$ cat src/rtl/pipe_hazard_ctrl.sv
// Pipeline register sequencer: load-use stalls, taken-branch flushes and data-memory wait states with timeout.
// Optional saturating performance counters are enabled by defining HAZARD_PERF_CNT_EN.
module pipe_hazard_ctrl #(
  parameter int MEM_TIMEOUT = 16,
  parameter int CNT_W       = 8
) (
  input  logic       clock,
  input  logic       reset,
  input  logic [4:0] drs,
  input  logic [4:0] drt,
  input  logic       duse_rs,
  input  logic       duse_rt,
  input  logic       dbranch_taken,
  input  logic       ewreg,
  input  logic       em2reg,
  input  logic [4:0] ern,
  input  logic       mreq,
  input  logic       mrdy,
  output logic       pc_en,
  output logic       fd_en,
  output logic       fd_flush,
  output logic       de_bubble,
  output logic       em_en,
  output logic       mw_bubble,
`ifdef HAZARD_PERF_CNT_EN
  output logic [31:0] perf_mem_stall,
  output logic [31:0] perf_lu_stall,
  output logic [31:0] perf_flush,
`endif
  output logic       mem_err
);

  typedef enum logic [1:0] {S_IDLE, S_WAIT, S_ERROR} mstate_t;

  mstate_t          state;
  logic [CNT_W-1:0] wcnt;
  logic             mem_stall;
  logic             lu_stall;
  logic             rs_hit;
  logic             rt_hit;

  // wcnt counts WAIT cycles already spent; the access fails once MEM_TIMEOUT of them pass without mrdy.
  always_ff @(posedge clock or posedge reset) begin
    if (reset) begin
      state   <= S_IDLE;
      wcnt    <= '0;
      mem_err <= 1'b0;
    end else begin
      case (state)
        S_IDLE: begin
          if (mreq && !mrdy) begin
            state <= S_WAIT;
            wcnt  <= CNT_W'(1);
          end
        end
        S_WAIT: begin
          if (mrdy) begin
            state <= S_IDLE;
            wcnt  <= '0;
          end else if (wcnt == CNT_W'(MEM_TIMEOUT)) begin
            state   <= S_ERROR;
            mem_err <= 1'b1;
          end else begin
            wcnt <= wcnt + CNT_W'(1);
          end
        end
        S_ERROR: state <= S_ERROR;
        default: state <= S_IDLE;
      endcase
    end
  end

  assign mem_stall = ((state == S_IDLE) && mreq && !mrdy) ||
                     ((state == S_WAIT) && !mrdy) ||
                     (state == S_ERROR);

  assign rs_hit   = duse_rs && (ern == drs);
  assign rt_hit   = duse_rt && (ern == drt);
  assign lu_stall = ewreg && em2reg && (ern != 5'd0) && (rs_hit || rt_hit);

  // A branch seen during any stall is dropped; ID is held so it re-resolves next cycle.
  always_comb begin
    pc_en     = 1'b1;
    fd_en     = 1'b1;
    fd_flush  = 1'b0;
    de_bubble = 1'b0;
    em_en     = 1'b1;
    mw_bubble = 1'b0;
    if (reset) begin
      pc_en     = 1'b0;
      fd_en     = 1'b0;
      fd_flush  = 1'b1;
      de_bubble = 1'b1;
      em_en     = 1'b0;
      mw_bubble = 1'b1;
    end else if (mem_stall) begin
      pc_en     = 1'b0;
      fd_en     = 1'b0;
      em_en     = 1'b0;
      mw_bubble = 1'b1;
    end else if (lu_stall) begin
      pc_en     = 1'b0;
      fd_en     = 1'b0;
      de_bubble = 1'b1;
    end else if (dbranch_taken) begin
      fd_flush  = 1'b1;
    end
  end

`ifdef HAZARD_PERF_CNT_EN
  always_ff @(posedge clock or posedge reset) begin
    if (reset) begin
      perf_mem_stall <= '0;
      perf_lu_stall  <= '0;
      perf_flush     <= '0;
    end else begin
      if (mem_stall && (perf_mem_stall != '1))
        perf_mem_stall <= perf_mem_stall + 32'd1;
      if (lu_stall && !mem_stall && (perf_lu_stall != '1))
        perf_lu_stall <= perf_lu_stall + 32'd1;
      if (fd_flush && (perf_flush != '1))
        perf_flush <= perf_flush + 32'd1;
    end
  end
`endif

endmodule
$ cat config.mk
export PLATFORM = sky130hd
export DESIGN_NAME = pipe_hazard_ctrl
export DESIGN_NICKNAME = d
export VERILOG_FILES = /design/src/rtl/pipe_hazard_ctrl.sv
export SDC_FILE = /design/constraint.sdc
export NUM_CORES = 1
export LEC_CHECK = 0
export ABC_AREA = 1
export BUFFER_PORTS_ARGS = -buffer_cell sky130_fd_sc_hd__buf_2
export CORE_AREA = 5 5 49 51
export DETAILED_ROUTE_END_ITERATION = 16
export DIE_AREA = 0 0 54 56
export PLACE_DENSITY_LB_ADDON = 0.2
export SLEW_MARGIN = 20
export SYNTH_ARGS = -nofsm -noshare
export SYNTH_HDL_FRONTEND = slang
export SYNTH_SLANG_ARGS = --single-unit
$ cat constraint.sdc
create_clock -name clock -period 2.9 [get_ports clock]
set_input_delay 0.29 -clock clock [delete_from_list [all_inputs] [get_ports clock]]
set_output_delay 0.29 -clock clock [all_outputs]
set_load 0.05 [all_outputs]
Yosys cells after proc, flatten, opt, wreduce, memory -nomap -nowiden
Index checks and enable logic that the tools add are counted.
Storage, ports and cells
  flip-flop bits (word level): 11
  input bits: 24
Cells by class
  add/sub/neg operators: 1
  eq/ne operators: 8
  mux-type cells: 22
  bitwise gates (word level): 1
  reduce and logical (&&, ||, !) cells: 19
Operator list (count)
  $mux W8: 3
  $pmux W8 S2: 1
  $mux W1: 14
  $eq A5 B5 Y1: 2
  $logic_and A1 B1 Y1: 9
  $add A8 B1 Y8 const B: 1
  $eq A8 B5 Y1 const B: 1
  $mux W2: 3
  $ne A3 B3 Y1 const B: 2
  $pmux W2 S3: 1
  $reduce_and A3 Y1: 2
  $reduce_bool A5 Y1: 1
  $logic_or A1 B1 Y1: 3
  $eq A2 B1 Y1 const B: 1
  $eq A2 B2 Y1 const B: 1
  $logic_not A2 Y1: 1
  $ne A2 B2 Y1 const B: 1
  $reduce_and A2 Y1: 1
  $reduce_bool A2 Y1: 1
  $logic_not A1 Y1: 1
  $not A1 Y1: 1

Logic depth before layout (Yosys ltp)
  depth after elaboration: 7
  gate-level depth with buffers: 9
  depth with buffers taken out: 9

Worst setup path before layout
Ideal clock, no wire load.
  path kind: register to output
  from: reg state[1]
  to: out pc_en
  arrival: 2.053 ns
  setup slack: 0.557 ns
  cell stages (with the launch flop): 8
  path through: dfrtp_1 > inv_2 > or2_1 > nand3_4 > nor2_4 > inv_2 > a21oi_2 > buf_4
Between the ends
  word-level cells in the longest chain between the ends: 7
  elaborated cells between the ends (all ways): 10
RTL lines
  from (decl): RTL line 35  | mstate_t state;
  from (signal assigned): RTL line 45  | state <= S_IDLE;
  from (signal assigned): RTL line 52  | state <= S_WAIT;
  from (signal assigned): RTL line 58  | state <= S_IDLE;
  $logic_not A2 Y1: RTL line 73  | assign mem_stall = ((state == S_IDLE) && mreq && !mrdy) ||
  $logic_and A1 B1 Y1 (2 in a row): RTL line 73
  $logic_or A1 B1 Y1: RTL line 73
  $logic_or A1 B1 Y1 (*): RTL line 74  | ((state == S_WAIT) && !mrdy) ||
  $mux W1 (*) (2 in a row)
  to (decl): RTL line 19  | output logic pc_en,
Every way passes the cells marked *; elsewhere a longest branch is shown, timed or not.

Final worst setup path
  from: reg state[1]
  to: out de_bubble
Between the ends
  word-level cells in the longest chain between the ends: 7
  elaborated cells between the ends (all ways): 10
RTL lines
  $logic_not A2 Y1: RTL line 73
  $logic_and A1 B1 Y1 (2 in a row): RTL line 73
  $logic_or A1 B1 Y1: RTL line 73
  $logic_or A1 B1 Y1 (*): RTL line 74
  $mux W1 (*): RTL line 96  | end else if (mem_stall) begin
  $mux W1 (*): RTL line 89  | if (reset) begin
  to (decl): RTL line 22  | output logic de_bubble,
Marked as above.

==> run metrics <==
pin count of the biggest net entering global routing 14; basic-gate share of the synthesized area counting and, or, nand and nor cells 45.6%; largest fanout of any net on the critical path 4; worst r2r path cells 6; Clock H-tree levels 1; clock latency reported for the late side of the worst-skew pair 0.27 ns; number of resized instances in the post-cts repair step 0; slack of the critical path 1.03 ns; max-slew headroom at the worst pin 69.2%; vertical extent of the die 56 um; most common library cell in the layout ignoring fill and taps sky130_fd_sc_hd__nand2_1; hold violation total from the final report 0; clock-pin slew on the worst setup and hold paths 0.07 ns; static leakage power 0.699 nW; syn avg cell area 6.55 sq um; class of the worst hold path in -> async; Mapped Cells 152; total number of yosys warnings 0; synthesized-area fraction occupied by adder cells 2.51%; power density over the cells 357 nW/um^2; floorplan die width 54 um; wire length after detailed routing 2260 um; Pwr Total 428 uW; share of cell area taken by muxes after synthesis 0%; unrepaired setup endpoints after global routing false; DRC viols 0; vias after detailed routing 1,027; number of placed I/O pins 31; endpoint of the most critical register-to-register path wcnt[6]; grt ovf 0; most used cells in the layout excluding fill and tap cells 45 x sky130_fd_sc_hd__nand2_1, 30 x sky130_fd_sc_hd__buf_2, 22 x sky130_fd_sc_hd__inv_1; HPWL after detailed placement 1840 um; antenna viol nets, final 0; gr usage total 16.2%; data arrival at the endpoint of the critical path 1.58 ns; area share of xor/xnor cells in the synthesized design 0%; via density per instance 4.84; Setup crit end kind output port; result of the run complete, no violations; setup slack after placement 1.32 ns; peak supply drop 0.252 mV; FP Rows 16; Post-CTS Hold Fix Bufs 0; Die Area 3020 sq um; final critical delay including setup and external delays 1.87 ns; Worst Setup Path Type reg -> out; Syn Std Cell Area 996 sq um; critical register-to-register path startpoint wcnt[0]; antenna violations before repair 0; # port buffers 30; Initial Util 52.4%; n_diodes 0; area occupied by multi-input gates 583 sq um; combinational family with the most area after synthesis simple AND/OR/NAND/NOR gates; Tightest Pin Transition 0.462 ns; Post-layout nets 212; Placeable Area 1900 sq um; setup violation total in the final timing report 0; violation count after the first detailed-routing iteration 20; net count of the mapped netlist 178; Filler cells 178; complex-gate fraction of the synthesized area 10.4%; Critical Path Source Type flip-flop; Critical Path Start state[1]; sequential fraction of the synthesis area 27.6%; area grow syn2layout 20.4%; number of max-cap violations 0; # clock sinks 11; clock buffer count from CTS 3; Longest Clk Path Bufs 2; first-pass GRT wire length 3770 um; setup_tns 0 ns; FF+latch area 275 sq um; ratio of cells with drive above 1 in the final layout 33.5%; endpoint required time on the critical path 2.61 ns; wire length per cell after detailed routing 10.6 um; number of global-route vias before repair 962; Clock Skew 0.00107 ns; upper clock frequency limit 0.535 GHz; clock tree root buffer cell sky130_fd_sc_hd__clkbuf_4; number of synthesized register bits 11; post-CTS setup buffer count 0; count of unique library cells instantiated by Yosys 25; drt first pass iters 4; setup slack of the most critical reg-to-reg path 1.55 ns; routability cong. 0.880; pins over their slew limit 0; CTS tree built; final worst-path cycle share 64.5%
power breakdown:
group / switching [mW] / leakage [nW] / internal, mW
logic: 0.104 / 0.539 / 0.0500
clock network: 0.0528 / 0.0150 / 0.0533
registers: 0.00714 / 0.144 / 0.161
registers in the layout (all words and copies together) (netlist names):
| signal | flops |
|---|---|
| wcnt | 8 |
| state | 2 |
| mem_err | 1 |
synth_stat cells (all sizes together):
cell type,n,area [sq um]
nand2,52,233
inv,34,130
nor2,16,82.6
dfrtp,11,275
o21ai,11,66.3
nand3,9,62.6
nand4,9,56.3
a21oi,3,30.0
ha,2,25.0
buf,1,7.51
nand3b,1,7.51
nor4,1,6.26
o21bai,1,7.51
or2,1,6.26
kinds of logic after synthesis:
family | after synthesis
buf+inv | 35
fa+ha+maj | 2
flops | 11
simple gates | 89
compound gates | 15
through the flow:
step	utilization, %	cell area, sq um	cells	hold WS, ns
final	63.0	1200	212	0.0476
after CTS	63.0	1200	212	0.0644
after detailed placement	61.6	1170	208	0.357
after global routing	63.0	1200	212	0.0893
after floorplan	-	996	152	0.159
after global placement	61.6	1170	208	0.356
worst max-delay path by stage:
stage | end | slack, ns | depth (start not counted)
after global routing | pc_en | 0.92 | 7
after detailed placement | fd_flush | 1.32 | 9
final | de_bubble | 1.03 | 8
after global placement | de_bubble | 1.35 | 8
after CTS | fd_flush | 1.02 | 9
after floorplan | pc_en | 0.56 | 7
layer usage:
layer  wire (um)  global-route usage [%]  vias up
met2        1190                    26.8       19
li1            -                       -      538
met1         961                    20.2      465
met4          38                    7.47        0
met3          65                    1.88        5
met5           0                       0        -
worst max-delay path, cell delays in order, from the launching register on:
cell                       delay, ns
sky130_fd_sc_hd__dfrtp_1        0.39
sky130_fd_sc_hd__inv_2          0.11
sky130_fd_sc_hd__nand2_4        0.08
sky130_fd_sc_hd__nor2_4         0.19
sky130_fd_sc_hd__inv_2          0.08
sky130_fd_sc_hd__nand3_4        0.08
sky130_fd_sc_hd__nand3b_1       0.11
sky130_fd_sc_hd__nand2_1        0.05
sky130_fd_sc_hd__buf_2          0.23
final cells by class:
type | count | share of cell area (%)
timing repair buffer | 30 | 12.5
inverter | 34 | 10.9
clock buffer | 4 | 2.19
tap | 27 | 2.82
sequential | 11 | 23.0
multi-input combinational | 106 | 48.6
No activity file was read; power rests on OpenSTA's default activity.
